===== src/rtl/decode_stage_pipe_pkg.sv =====
// Shared core definitions (package core_pkg): datapath defaults, opcodes,
// immediate-format and ALU-control encodings, and the E-register bubble value.
package core_pkg;

  localparam int unsigned XLEN_DEF  = 32;
  localparam int unsigned ALUCW_DEF = 3;

  localparam logic [6:0] OP_LOAD   = 7'b0000011;
  localparam logic [6:0] OP_STORE  = 7'b0100011;
  localparam logic [6:0] OP_RTYPE  = 7'b0110011;
  localparam logic [6:0] OP_ITYPE  = 7'b0010011;
  localparam logic [6:0] OP_BRANCH = 7'b1100011;

  typedef enum logic [1:0] {
    IMM_I = 2'b00,
    IMM_S = 2'b01,
    IMM_B = 2'b10
  } imm_src_e;

  typedef enum logic [2:0] {
    ALU_ADD = 3'b000,
    ALU_SUB = 3'b001,
    ALU_AND = 3'b010,
    ALU_OR  = 3'b011,
    ALU_SLT = 3'b101
  } alu_ctl_e;

  // Replicated across the full E-register width to form a bubble.
  localparam logic BUBBLE = 1'b0;

endpackage


===== src/rtl/decode_stage_pipe_if.sv =====
// Decode-stage bus: fetch-side inputs, writeback port, hazard controls and the
// registered D->E outputs. The stage uses the slave modport.
interface decode_stage_pipe_if #(
  parameter int unsigned XLEN  = 32,
  parameter int unsigned NREGS = 32,
  parameter int unsigned ALUCW = 3
);
  localparam int unsigned AW = $clog2(NREGS);

  logic [31:0]      InstrD;
  logic [XLEN-1:0]  PCD, PCPlus4D;
  logic             ValidD, StallD, FlushE;
  logic             RegWriteW;
  logic [AW-1:0]    RDW;
  logic [XLEN-1:0]  ResultW;
  logic             HazardD;
  logic             ValidE, RegWriteE, ALUSrcE, MemWriteE, ResultSrcE, BranchE;
  logic [ALUCW-1:0] ALUControlE;
  logic [XLEN-1:0]  RD1_E, RD2_E, Imm_Ext_E, PCE, PCPlus4E;
  logic [AW-1:0]    RS1_E, RS2_E, RD_E;

  modport slave (
    input  InstrD, PCD, PCPlus4D, ValidD, StallD, FlushE, RegWriteW, RDW, ResultW,
    output HazardD, ValidE, RegWriteE, ALUSrcE, MemWriteE, ResultSrcE, BranchE,
           ALUControlE, RD1_E, RD2_E, Imm_Ext_E, PCE, PCPlus4E, RS1_E, RS2_E, RD_E
  );

  modport master (
    output InstrD, PCD, PCPlus4D, ValidD, StallD, FlushE, RegWriteW, RDW, ResultW,
    input  HazardD, ValidE, RegWriteE, ALUSrcE, MemWriteE, ResultSrcE, BranchE,
           ALUControlE, RD1_E, RD2_E, Imm_Ext_E, PCE, PCPlus4E, RS1_E, RS2_E, RD_E
  );
endinterface


===== src/rtl/Control_Unit.sv =====
// Main and ALU decoder for the base integer subset (load/store/R/I/branch).
module Control_Unit
  import core_pkg::*;
(
  input  logic [6:0] Op,
  input  logic [2:0] funct3,
  input  logic [6:0] funct7,
  output logic       RegWrite,
  output logic [1:0] ImmSrc,
  output logic       ALUSrc,
  output logic       MemWrite,
  output logic       ResultSrc,
  output logic       Branch,
  output logic [2:0] ALUControl
);
  logic [1:0] alu_op;
  logic       unused_f7;

  assign unused_f7 = ^{funct7[6], funct7[4:0]};

  always_comb begin
    RegWrite  = 1'b0;
    ImmSrc    = IMM_I;
    ALUSrc    = 1'b0;
    MemWrite  = 1'b0;
    ResultSrc = 1'b0;
    Branch    = 1'b0;
    alu_op    = 2'b00;
    unique case (Op)
      OP_LOAD:   begin RegWrite = 1'b1; ALUSrc = 1'b1; ResultSrc = 1'b1; end
      OP_STORE:  begin ImmSrc = IMM_S; ALUSrc = 1'b1; MemWrite = 1'b1; end
      OP_RTYPE:  begin RegWrite = 1'b1; alu_op = 2'b10; end
      OP_ITYPE:  begin RegWrite = 1'b1; ALUSrc = 1'b1; alu_op = 2'b10; end
      OP_BRANCH: begin ImmSrc = IMM_B; Branch = 1'b1; alu_op = 2'b01; end
      default: ;
    endcase
  end

  always_comb begin
    ALUControl = ALU_ADD;
    if (alu_op == 2'b01) begin
      ALUControl = ALU_SUB;
    end else if (alu_op == 2'b10) begin
      unique case (funct3)
        3'b000:  ALUControl = (Op[5] && funct7[5]) ? ALU_SUB : ALU_ADD;
        3'b010:  ALUControl = ALU_SLT;
        3'b110:  ALUControl = ALU_OR;
        3'b111:  ALUControl = ALU_AND;
        default: ALUControl = ALU_ADD;
      endcase
    end
  end
endmodule


===== src/rtl/Sign_Extend.sv =====
// Immediate extraction and sign extension for I, S and B formats.
module Sign_Extend
  import core_pkg::*;
#(
  parameter int unsigned XLEN = 32
) (
  input  logic [31:0]     In,
  input  logic [1:0]      ImmSrc,
  output logic [XLEN-1:0] Imm_Ext
);
  logic unused_bits;

  assign unused_bits = ^{In[19:12], In[6:0]};

  always_comb begin
    Imm_Ext = '0;
    unique case (ImmSrc)
      IMM_I:   Imm_Ext = {{(XLEN-12){In[31]}}, In[31:20]};
      IMM_S:   Imm_Ext = {{(XLEN-12){In[31]}}, In[31:25], In[11:7]};
      IMM_B:   Imm_Ext = {{(XLEN-12){In[31]}}, In[7], In[30:25], In[11:8], 1'b0};
      default: Imm_Ext = '0;
    endcase
  end
endmodule


===== src/rtl/decode_stage_pipe_regfile.sv =====
// Register file with hard-wired x0 and async clear. Define DEC_BYPASS_EN for
// write-through: a same-cycle write is visible on a matching read port.
module dec_regfile #(
  parameter int unsigned XLEN  = 32,
  parameter int unsigned NREGS = 32,
  localparam int unsigned AW   = $clog2(NREGS)
) (
  input  logic            clk_i,
  input  logic            rst_ni,
  input  logic            we_i,
  input  logic [AW-1:0]   waddr_i,
  input  logic [XLEN-1:0] wdata_i,
  input  logic [AW-1:0]   raddr1_i,
  input  logic [AW-1:0]   raddr2_i,
  output logic [XLEN-1:0] rdata1_o,
  output logic [XLEN-1:0] rdata2_o
);
  logic [XLEN-1:0] regs_q [NREGS];

  always_ff @(posedge clk_i or negedge rst_ni) begin
    if (!rst_ni) begin
      for (int unsigned i = 0; i < NREGS; i++) regs_q[i] <= '0;
    end else if (we_i && waddr_i != '0) begin
      regs_q[waddr_i] <= wdata_i;
    end
  end

  always_comb begin
    rdata1_o = (raddr1_i == '0) ? '0 : regs_q[raddr1_i];
    rdata2_o = (raddr2_i == '0) ? '0 : regs_q[raddr2_i];
`ifdef DEC_BYPASS_EN
    if (we_i && waddr_i != '0 && waddr_i == raddr1_i) rdata1_o = wdata_i;
    if (we_i && waddr_i != '0 && waddr_i == raddr2_i) rdata2_o = wdata_i;
`endif
  end
endmodule


===== src/rtl/decode_stage_pipe.sv =====
// RISC-V decode stage: decode, register read, immediate extend and the D->E
// register with flush/stall/valid and load-use detection (DEC_BYPASS_EN in regfile).
module decode_stage_pipe
  import core_pkg::*;
#(
  parameter int unsigned XLEN  = XLEN_DEF,
  parameter int unsigned NREGS = 32,
  parameter int unsigned ALUCW = ALUCW_DEF
) (
  input logic clk,
  input logic rst,
  decode_stage_pipe_if.slave dec
);
  localparam int unsigned AW = $clog2(NREGS);

  typedef struct packed {
    logic             valid;
    logic             regwrite;
    logic             alusrc;
    logic             memwrite;
    logic             resultsrc;
    logic             branch;
    logic [ALUCW-1:0] aluctl;
    logic [XLEN-1:0]  rd1;
    logic [XLEN-1:0]  rd2;
    logic [XLEN-1:0]  imm;
    logic [XLEN-1:0]  pc;
    logic [XLEN-1:0]  pcplus4;
    logic [AW-1:0]    rs1;
    logic [AW-1:0]    rs2;
    logic [AW-1:0]    rd;
  } ereg_t;

  localparam ereg_t EREG_BUBBLE = {$bits(ereg_t){BUBBLE}};

  ereg_t           ereg_q, ereg_d;
  logic [AW-1:0]   rs1_d, rs2_d, rd_d;
  logic            regwrite_d, alusrc_d, memwrite_d, resultsrc_d, branch_d;
  logic [1:0]      immsrc_d;
  logic [2:0]      aluctl_d;
  logic [XLEN-1:0] imm_d, rd1_d, rd2_d;

  assign rs1_d = dec.InstrD[15 +: AW];
  assign rs2_d = dec.InstrD[20 +: AW];
  assign rd_d  = dec.InstrD[7 +: AW];

  Control_Unit u_ctrl (
    .Op(dec.InstrD[6:0]), .funct3(dec.InstrD[14:12]), .funct7(dec.InstrD[31:25]),
    .RegWrite(regwrite_d), .ImmSrc(immsrc_d), .ALUSrc(alusrc_d), .MemWrite(memwrite_d),
    .ResultSrc(resultsrc_d), .Branch(branch_d), .ALUControl(aluctl_d)
  );

  Sign_Extend #(.XLEN(XLEN)) u_sext (
    .In(dec.InstrD), .ImmSrc(immsrc_d), .Imm_Ext(imm_d)
  );

  dec_regfile #(.XLEN(XLEN), .NREGS(NREGS)) u_rf (
    .clk_i(clk), .rst_ni(rst), .we_i(dec.RegWriteW), .waddr_i(dec.RDW),
    .wdata_i(dec.ResultW), .raddr1_i(rs1_d), .raddr2_i(rs2_d),
    .rdata1_o(rd1_d), .rdata2_o(rd2_d)
  );

  // Flush beats stall; an invalid D slot loads the same bubble as a flush.
  always_comb begin
    ereg_d = ereg_q;
    if (dec.FlushE) begin
      ereg_d = EREG_BUBBLE;
    end else if (!dec.StallD) begin
      if (!dec.ValidD) begin
        ereg_d = EREG_BUBBLE;
      end else begin
        ereg_d = '{valid: 1'b1, regwrite: regwrite_d, alusrc: alusrc_d,
                   memwrite: memwrite_d, resultsrc: resultsrc_d, branch: branch_d,
                   aluctl: ALUCW'(aluctl_d), rd1: rd1_d, rd2: rd2_d, imm: imm_d,
                   pc: dec.PCD, pcplus4: dec.PCPlus4D, rs1: rs1_d, rs2: rs2_d, rd: rd_d};
      end
    end
  end

  always_ff @(posedge clk or negedge rst) begin
    if (!rst) ereg_q <= EREG_BUBBLE;
    else      ereg_q <= ereg_d;
  end

  assign dec.HazardD = ereg_q.valid & ereg_q.resultsrc & ereg_q.regwrite &
                       (ereg_q.rd != '0) & ((ereg_q.rd == rs1_d) | (ereg_q.rd == rs2_d));

  assign dec.ValidE      = ereg_q.valid;
  assign dec.RegWriteE   = ereg_q.regwrite;
  assign dec.ALUSrcE     = ereg_q.alusrc;
  assign dec.MemWriteE   = ereg_q.memwrite;
  assign dec.ResultSrcE  = ereg_q.resultsrc;
  assign dec.BranchE     = ereg_q.branch;
  assign dec.ALUControlE = ereg_q.aluctl;
  assign dec.RD1_E       = ereg_q.rd1;
  assign dec.RD2_E       = ereg_q.rd2;
  assign dec.Imm_Ext_E   = ereg_q.imm;
  assign dec.PCE         = ereg_q.pc;
  assign dec.PCPlus4E    = ereg_q.pcplus4;
  assign dec.RS1_E       = ereg_q.rs1;
  assign dec.RS2_E       = ereg_q.rs2;
  assign dec.RD_E        = ereg_q.rd;
endmodule


===== src/flat_wrapper.sv =====
// flat-port wrapper written by rule: the top's interface ports become plain ports
module decode_stage_pipe_flat import core_pkg::*;
#(
  parameter int unsigned XLEN  = XLEN_DEF,
  parameter int unsigned NREGS = 32,
  parameter int unsigned ALUCW = ALUCW_DEF
)
  (clk, rst, dec_InstrD, dec_PCD, dec_PCPlus4D, dec_ValidD, dec_StallD, dec_FlushE, dec_RegWriteW, dec_RDW, dec_ResultW, dec_HazardD, dec_ValidE, dec_RegWriteE, dec_ALUSrcE, dec_MemWriteE, dec_ResultSrcE, dec_BranchE, dec_ALUControlE, dec_RD1_E, dec_RD2_E, dec_Imm_Ext_E, dec_PCE, dec_PCPlus4E, dec_RS1_E, dec_RS2_E, dec_RD_E);
  decode_stage_pipe_if #(.XLEN(XLEN), .NREGS(NREGS), .ALUCW(ALUCW)) dec_i ();
  input logic clk;
  input logic rst;
  input wire logic [$bits(dec_i.InstrD)-1:0] dec_InstrD;
  input wire logic [$bits(dec_i.PCD)-1:0] dec_PCD;
  input wire logic [$bits(dec_i.PCPlus4D)-1:0] dec_PCPlus4D;
  input wire logic [$bits(dec_i.ValidD)-1:0] dec_ValidD;
  input wire logic [$bits(dec_i.StallD)-1:0] dec_StallD;
  input wire logic [$bits(dec_i.FlushE)-1:0] dec_FlushE;
  input wire logic [$bits(dec_i.RegWriteW)-1:0] dec_RegWriteW;
  input wire logic [$bits(dec_i.RDW)-1:0] dec_RDW;
  input wire logic [$bits(dec_i.ResultW)-1:0] dec_ResultW;
  output wire logic [$bits(dec_i.HazardD)-1:0] dec_HazardD;
  output wire logic [$bits(dec_i.ValidE)-1:0] dec_ValidE;
  output wire logic [$bits(dec_i.RegWriteE)-1:0] dec_RegWriteE;
  output wire logic [$bits(dec_i.ALUSrcE)-1:0] dec_ALUSrcE;
  output wire logic [$bits(dec_i.MemWriteE)-1:0] dec_MemWriteE;
  output wire logic [$bits(dec_i.ResultSrcE)-1:0] dec_ResultSrcE;
  output wire logic [$bits(dec_i.BranchE)-1:0] dec_BranchE;
  output wire logic [$bits(dec_i.ALUControlE)-1:0] dec_ALUControlE;
  output wire logic [$bits(dec_i.RD1_E)-1:0] dec_RD1_E;
  output wire logic [$bits(dec_i.RD2_E)-1:0] dec_RD2_E;
  output wire logic [$bits(dec_i.Imm_Ext_E)-1:0] dec_Imm_Ext_E;
  output wire logic [$bits(dec_i.PCE)-1:0] dec_PCE;
  output wire logic [$bits(dec_i.PCPlus4E)-1:0] dec_PCPlus4E;
  output wire logic [$bits(dec_i.RS1_E)-1:0] dec_RS1_E;
  output wire logic [$bits(dec_i.RS2_E)-1:0] dec_RS2_E;
  output wire logic [$bits(dec_i.RD_E)-1:0] dec_RD_E;
  assign dec_i.InstrD = dec_InstrD;
  assign dec_i.PCD = dec_PCD;
  assign dec_i.PCPlus4D = dec_PCPlus4D;
  assign dec_i.ValidD = dec_ValidD;
  assign dec_i.StallD = dec_StallD;
  assign dec_i.FlushE = dec_FlushE;
  assign dec_i.RegWriteW = dec_RegWriteW;
  assign dec_i.RDW = dec_RDW;
  assign dec_i.ResultW = dec_ResultW;
  assign dec_HazardD = dec_i.HazardD;
  assign dec_ValidE = dec_i.ValidE;
  assign dec_RegWriteE = dec_i.RegWriteE;
  assign dec_ALUSrcE = dec_i.ALUSrcE;
  assign dec_MemWriteE = dec_i.MemWriteE;
  assign dec_ResultSrcE = dec_i.ResultSrcE;
  assign dec_BranchE = dec_i.BranchE;
  assign dec_ALUControlE = dec_i.ALUControlE;
  assign dec_RD1_E = dec_i.RD1_E;
  assign dec_RD2_E = dec_i.RD2_E;
  assign dec_Imm_Ext_E = dec_i.Imm_Ext_E;
  assign dec_PCE = dec_i.PCE;
  assign dec_PCPlus4E = dec_i.PCPlus4E;
  assign dec_RS1_E = dec_i.RS1_E;
  assign dec_RS2_E = dec_i.RS2_E;
  assign dec_RD_E = dec_i.RD_E;
  decode_stage_pipe #(.XLEN(XLEN), .NREGS(NREGS), .ALUCW(ALUCW)) u_core (.clk(clk), .rst(rst), .dec(dec_i));
endmodule

===== config.mk =====
export PLATFORM = sky130hd
export DESIGN_NAME = decode_stage_pipe_flat
export DESIGN_NICKNAME = d
export VERILOG_FILES = /design/src/rtl/decode_stage_pipe_pkg.sv /design/src/rtl/decode_stage_pipe_if.sv /design/src/rtl/Control_Unit.sv /design/src/rtl/Sign_Extend.sv /design/src/rtl/decode_stage_pipe_regfile.sv /design/src/rtl/decode_stage_pipe.sv /design/src/flat_wrapper.sv
export SDC_FILE = /design/constraint.sdc
export NUM_CORES = 2
export LEC_CHECK = 0
export CORE_ASPECT_RATIO = 0.8
export CORE_UTILIZATION = 60
export CTS_CLUSTER_DIAMETER = 50
export DETAILED_ROUTE_END_ITERATION = 16
export PLACE_DENSITY = 0.8
export SLEW_MARGIN = 25
export SYNTH_ARGS = -nofsm -noshare
export SYNTH_HDL_FRONTEND = slang
export SYNTH_HIERARCHICAL = 1
export SYNTH_SLANG_ARGS = --single-unit

===== constraint.sdc =====
create_clock -name clk -period 2.5 [get_ports clk]
set_input_delay 0.5 -clock clk [delete_from_list [all_inputs] [get_ports clk]]
set_output_delay 0.5 -clock clk [all_outputs]
set_load 0.02 [all_outputs]

After elaboration in Yosys (flattened, before gate mapping)
Index checks and enable logic that the tools add are counted.
Widths: inputs -> output; s select.
{"block": "classes", "magnitude_cmp": 4, "n_eq_ne": 15, "n_mux": 26, "n_bitwise": 8, "n_reduce_logical": 12}
{"operator": "$bwmux 1024", "count": 1}
{"operator": "$mux 184", "count": 3}
{"operator": "$bmux 32 s5", "count": 2}
{"operator": "$mux 32", "count": 7}
{"operator": "$demux 32 s5", "count": 1}
{"operator": "$pmux 32 s3", "count": 1}
{"operator": "$ge 6x6->1 const B", "count": 3}
{"operator": "$not 5->6", "count": 3}
{"operator": "$eq 7x6->1 const B", "count": 2}
{"operator": "$pmux 3 s4", "count": 1}
{"operator": "$eq 5x5->1", "count": 2}
{"operator": "$logic_not 5->1", "count": 2}
{"operator": "$reduce_bool 5->1", "count": 2}
{"operator": "$pmux 2 s2", "count": 2}
{"operator": "$eq 7x2->1 const B", "count": 1}
{"operator": "$eq 7x5->1 const B", "count": 1}
{"operator": "$eq 7x7->1 const B", "count": 1}
{"operator": "$eq 3x3->1 const B", "count": 2}
{"operator": "$lt 6x1->1 const B", "count": 1}
{"operator": "$mux 1", "count": 6}
{"operator": "$mux 3", "count": 2}
{"operator": "$reduce_or 3->1", "count": 2}
{"operator": "$and 1x1->1", "count": 4}
{"operator": "$eq 2x1->1 const B", "count": 2}
{"operator": "other kinds (8)", "count": 11}
{"block": "word_totals", "reg_bits": 1208, "inputBits": 139, "out_inout_bits": 185, "wordCells": 112}

Longest topological paths before layout
{"block": "depth", "ltp_word": 9, "ltp_mapped": 10, "depth_no_buf": 6}

Cells and area by module
The synthesis kept the hierarchy.
{"module": "dec_regfile", "n_inst": 1, "cells_per_inst": 3513, "area_per_inst_um2": 54075.6, "seq_area_each_um2": 25624.6}
{"module": "decode_stage_pipe", "n_inst": 1, "cells_per_inst": 427, "area_per_inst_um2": 6557.5, "seq_area_each_um2": 4604.4}
{"module": "Sign_Extend", "n_inst": 1, "cells_per_inst": 43, "area_per_inst_um2": 326.6, "seq_area_each_um2": 0.0}
{"module": "Control_Unit", "n_inst": 1, "cells_per_inst": 19, "area_per_inst_um2": 151.4, "seq_area_each_um2": 0.0}

Worst setup path before layout
OpenSTA, ideal clock, no wires.
{"block": "synth_path", "kind": "input-to-reg", "startpoint": "in dec_InstrD[17]", "endpoint": "reg u_core.ereg_q (netlist bit u_core/dec.RD1_E[11])", "setup_ns": 0.121, "arrival_ns": 2.300, "setup_slack_ns": 0.080, "stages": 8, "path_buffers": 3, "path_cell_list": "buf_2 buf_2 buf_1 mux4_2 mux4_2 o22ai_1 nor3_1 a22o_1"}
{"block": "synth_via", "elab_chain_cells": 8}
{"item": "start: declaration", "line_no": "flat_wrapper.sv:12", "source": "input wire logic [$bits(dec_i.InstrD)-1:0] dec_InstrD;"}
{"item": "$not 5->6 (not written as such)", "line_no": "decode_stage_pipe_regfile.sv:29", "source": "rdata1_o = (raddr1_i == '0) ? '0 : regs_q[raddr1_i];"}
{"item": "$bmux 32 s5", "line_no": "decode_stage_pipe_regfile.sv:29"}
{"item": "$mux 32 (not written as such) (2 in series)", "line_no": "decode_stage_pipe_regfile.sv:29"}
{"item": "$mux 32 (*)", "line_no": "decode_stage_pipe_regfile.sv:29"}
{"item": "via u_core.rd1_d[11]", "line_no": "decode_stage_pipe.sv:41", "source": "logic [XLEN-1:0] imm_d, rd1_d, rd2_d;"}
{"item": "$mux 184 (*)", "line_no": "decode_stage_pipe.sv:69", "source": "if (!dec.ValidD) begin"}
{"item": "$mux 184 (*)", "line_no": "decode_stage_pipe.sv:68", "source": "end else if (!dec.StallD) begin"}
{"item": "$mux 184 (*)", "line_no": "decode_stage_pipe.sv:66", "source": "if (dec.FlushE) begin"}
{"item": "end signal: assignment", "line_no": "decode_stage_pipe.sv:82", "source": "else ereg_q <= ereg_d;"}
{"item": "end: declaration", "line_no": "decode_stage_pipe.sv:36", "source": "ereg_t ereg_q, ereg_d;"}
The timed path passes the listed nets; every way through them passes the cells marked *. The select of a mux whose other input is x is not followed.
A chain may end at the register's enable or synchronous reset.

Final worst setup path
{"block": "layout_path", "startpoint": "reg u_core.ereg_q (netlist bit u_core/dec.RD_E[1])", "endpoint": "out dec_HazardD"}
{"block": "layout_via", "elab_chain_cells": 3}
{"item": "$eq 5x5->1 or $reduce_bool 5->1 (tied branches)", "line_no": "decode_stage_pipe.sv:86", "source": "(ereg_q.rd != '0) & ((ereg_q.rd == rs1_d) | (ereg_q.rd == rs2_d));"}
{"item": "$or 1x1->1 or $and 1x1->1 (tied branches)", "line_no": "decode_stage_pipe.sv:86, decode_stage_pipe.sv:85"}
{"item": "$and 1x1->1 (*)", "line_no": "decode_stage_pipe.sv:86"}
{"item": "end: declaration", "line_no": "flat_wrapper.sv:21", "source": "output wire logic [$bits(dec_i.HazardD)-1:0] dec_HazardD;"}
Mark *: on every way between the ends. The rest lies on a longest branch, timed or not.

==> metrics.txt <==
# TYPE chip_impl_metric gauge
chip_impl_metric{name="design.final.nets",unit=""} 4629
chip_impl_metric{name="cp.required",unit="ns"} 2.00
chip_impl_info{name="cts_root_buffer",value="clkbuf_16"} 1
chip_impl_info{name="critPathLaunchType",value="register"} 1
chip_impl_metric{name="worstSkewPairLatency",unit="ns"} 0.76
chip_impl_metric{name="ys_seq_area_share",unit="%"} 49.5
chip_impl_info{name="hold_path_class",value="primary input to register"} 1
chip_impl_metric{name="placedInstanceArea",unit="mm²"} 0.0698
chip_impl_metric{name="timing.critical_path.arrival",unit="ns"} 2.12
chip_impl_metric{name="max_rail_drop_vdd",unit="mV"} 0.603
chip_impl_info{name="crit_type",value="register to output pin"} 1
chip_impl_metric{name="routed-via-count",unit=""} 43300
chip_impl_metric{name="layout-area-overhead-vs-synth",unit="%"} 21.6
chip_impl_metric{name="placed_cells",unit=""} 5689
chip_impl_metric{name="grt-ovfl-total",unit=""} 0
chip_impl_metric{name="global_route_wire_length_before_repair",unit="µm"} 304000
chip_impl_metric{name="max_root_sink_buffers",unit=""} 3
chip_impl_metric{name="core_area",unit="mm²"} 0.101
chip_impl_metric{name="area_of_the_die",unit="mm²"} 0.103
chip_impl_metric{name="power.static_leakage",unit="nW"} 32.7
chip_impl_metric{name="cts_sinks",unit=""} 1208
chip_impl_metric{name="slew_headroom",unit="%"} 27.6
chip_impl_metric{name="htreeDepth",unit=""} 3
chip_impl_metric{name="initialDrtViolationCount",unit=""} 5927
chip_impl_metric{name="clk_pin_slew",unit="ns"} 0.06
chip_impl_metric{name="fin_area",unit="mm²"} 0.0743
chip_impl_metric{name="routed_via_density",unit=""} 7.31
chip_impl_metric{name="timing_hold_violations_final",unit=""} 0
chip_impl_metric{name="drc",unit=""} 1
chip_impl_metric{name="power_per_cell_area",unit="mW/mm²"} 766
chip_impl_metric{name="final_cells",unit=""} 5924
chip_impl_metric{name="period_minus_slack",unit="ns"} 2.62
chip_impl_metric{name="grt_antenna_before_repair",unit=""} 5
chip_impl_metric{name="fin_skew",unit="ns"} 0.0339
chip_impl_metric{name="setup_viol",unit=""} 1
chip_impl_metric{name="postSynthCellCount",unit=""} 4002
chip_impl_metric{name="share_of_async_settable_or_async_resettable_flops_after_synthesis",unit="%"} 100
chip_impl_info{name="mostFrequentLayoutCells",value="dfrtp_1 (1,198), mux2_2 (1,011), mux4_2 (469), buf_4 (369), clkdlybuf4s50_1 (307)"} 1
chip_impl_metric{name="detail_route.wirelength",unit="µm"} 206000
chip_impl_metric{name="netlist_area",unit="mm²"} 0.0611
chip_impl_metric{name="drt-wirelength-per-cell",unit="µm"} 34.8
chip_impl_metric{name="global_route.usage.total",unit="%"} 40.4
chip_impl_metric{name="floorplan.die.height",unit="µm"} 287
chip_impl_metric{name="synth-edff-count",unit=""} 0
chip_impl_metric{name="dp_hpwl",unit="µm"} 136000
chip_impl_metric{name="final.hold.worst_slack",unit="ns"} 0.199
chip_impl_metric{name="dr.pass1.iters",unit=""} 12
chip_impl_metric{name="grt_pass1_vias",unit=""} 43800
chip_impl_info{name="worstPathCellList",value="or4_4 -> o2111ai_4 -> a21oi_2 -> buf_4"} 1
chip_impl_metric{name="place.port_buffers",unit=""} 323
chip_impl_metric{name="final_layout_size_suffix_gt1_share",unit="%"} 49.9
chip_impl_metric{name="timing.final.crit_share",unit="%"} 105
chip_impl_metric{name="pin_count_of_the_biggest_net_entering_global_routing",unit=""} 85
chip_impl_metric{name="finalCoreUtilization",unit="%"} 73.8
chip_impl_metric{name="cp_slowest_stage_delay",unit="ns"} 0.55
chip_impl_info{name="cts_tree",value="built"} 1
chip_impl_metric{name="cts_made_buffers",unit=""} 120
chip_impl_info{name="critPathTopFamily",value="simple AND/OR/NAND/NOR gates"} 1
chip_impl_metric{name="die_w",unit="µm"} 359
chip_impl_metric{name="synth_cell_types",unit=""} 56
chip_impl_info{name="critical_path_cell_with_the_highest_stage_delay",value="or4_4"} 1
chip_impl_info{name="failed_checks",value="DRC, setup timing"} 1
chip_impl_info{name="critical_path.endpoint_type",value="output pin"} 1
chip_impl_metric{name="drv.max_cap_violation_count",unit=""} 0
chip_impl_metric{name="final_antenna_net_count",unit=""} 0
chip_impl_metric{name="cp_num_buf_inv",unit=""} 1
chip_impl_metric{name="yosys_warnings",unit=""} 6
chip_impl_info{name="yosys_most_used_dff",value="dfrtp_1"} 1
chip_impl_info{name="layout.cells.most_common",value="dfrtp_1"} 1
chip_impl_metric{name="synthesis.nets",unit=""} 4141
chip_impl_metric{name="fmaxAchievable",unit="MHz"} 382
chip_impl_metric{name="synthesis.area_per_instance",unit="µm²"} 15.3
chip_impl_metric{name="maxSlewViolCount",unit=""} 0
chip_impl_metric{name="placement.setup.worst_slack",unit="ns"} -0.434
chip_impl_metric{name="setup_ws_post_layout",unit="ns"} -0.119
chip_impl_metric{name="starting_density_of_the_core",unit="%"} 60.7
chip_impl_info{name="rsz_0062_raised_after_global_routing",value="true"} 1
chip_impl_info{name="run_status",value="complete, but fails checks"} 1
chip_impl_metric{name="postSynthRegisterBits",unit=""} 1208
chip_impl_metric{name="row_count",unit=""} 104
chip_impl_metric{name="gpl.final_weighted_congestion",unit=""} 0.967
chip_impl_metric{name="worst-slew-pin-transition",unit="ns"} 1.08
chip_impl_metric{name="ports_placed_on_the_boundary",unit=""} 324
chip_impl_metric{name="critical_path.max_fanout",unit=""} 2
flip-flops by register name, summed over array words and instances, names as in the netlist, 3 cells and up:
name	count
u_core/dec.RS1_E	5
u_core/dec.Imm_Ext_E	32
u_core/dec.RS2_E	5
u_core/dec.RD2_E	32
u_core/dec.PCPlus4E	32
u_core/dec.ALUControlE	3
u_core/u_rf/regs_q	1024
u_core/dec.RD1_E	32
u_core/dec.RD_E	5
u_core/dec.PCE	32
worst reg2reg max path, cell delays in order, from the launching register on:
cell and delay [ns]:
dfrtp_1 0.40, mux4_2 0.47, a22o_1 0.26, a2111oi_0 0.60, nor3_1 0.14, a22o_1 0.24
cell families (layout without fill, tap and decap cells):
group | after synthesis | in the layout | share of synthesized area, %
other | 0 | 2 | 0
DFF | 1208 | 1208 | 49.5
buffers and inverters | 487 | 1082 | 3.85
muxes | 1656 | 1656 | 38.8
AOI/OAI and AO/OA | 457 | 457 | 6.00
and+or+nand+nor | 184 | 184 | 1.72
xor gates and xnor gates | 10 | 10 | 0.143
final cells by class:
type	count	area [µm²]
diodes	2	5.00
clock buffers	160	3430
clock inverters	69	1020
fillers	6019	26400
inverters	3	11.3
multi-input cells	2307	28800
flip-flops and latches	1208	30200
well taps	1325	1660
repair buffers	850	9210
routing by layer:
layer  global-route usage (%)  part of all wire (%)  up-vias
li1                         -                     -    16600
met1                     56.1                    38    22800
met2                     57.5                    43     3222
met3                     14.7                    14      716
met4                     17.8                   5.2        4
met5                        0                 0.011        -
power breakdown:
| part | internal (mW) | total (mW) | switching [mW] |
|---|---|---|---|
| logic | 6.75 | 11.2 | 4.43 |
| clock network | 11.9 | 20.1 | 8.26 |
| registers | 22.8 | 25.6 | 2.80 |
| total | 41.5 | 56.9 | 15.5 |
synthesized netlist by cell type, types with 14 or more instances:
cell type	count	area share [%]
nor2b_1	17	0.17
nor3_1	61	0.50
o221ai_1	26	0.37
a211oi_1	38	0.47
mux2_2	1011	19
clkbuf_1	216	1.3
dfrtp_1	1208	49
nand2_1	24	0.15
mux4_2	469	17
buf_4	67	0.82
a22o_1	235	3.4
a2111oi_0	26	0.37
buf_2	142	1.2
o22ai_1	81	0.83
a22oi_1	18	0.22
nor2_1	20	0.12
buf_1	46	0.28
mux2i_1	163	2.7
a21oi_1	14	0.11
through the flow:
| stage | total power, mW | setup TNS (ns) |
|---|---|---|
| after floorplan | 32.4 | 0 |
| after global placement | 36.1 | -43.81 |
| after detailed placement | 36.7 | -59.71 |
| after CTS | 56.7 | -0.129 |
| after global routing | 58.7 | -0.180 |
| final | 56.9 | -0.119 |
path summary, 6_finish.rpt:
kind	start	endpoint	slack [ns]	cells past startpoint
max	u_core/dec.RD_E[1]	dec_HazardD	-0.12	4
min	dec_InstrD[21]	u_core/dec.RS2_E[1]	0.20	2
max reg2reg	u_core/u_rf/regs_q[527]	u_core/dec.RD2_E[15]	0.26	5
min reg2reg	u_core/u_rf/regs_q[1000]	u_core/u_rf/regs_q[1000]	0.40	0
max in group asynchronous	rst	u_core/u_rf/regs_q[167]	1.29	3
min in group asynchronous	rst	u_core/u_rf/regs_q[600]	0.32	2
repair_timing:
item,4_1_cts,5_1_grt
hold endpoints to repair,41,0
resized for setup,19,7
pin swaps,0,5
setup endpoints to repair,10,6
setup buffers,2,1
hold buffers,1,0
No activity file was read; power rests on OpenSTA's default activity.
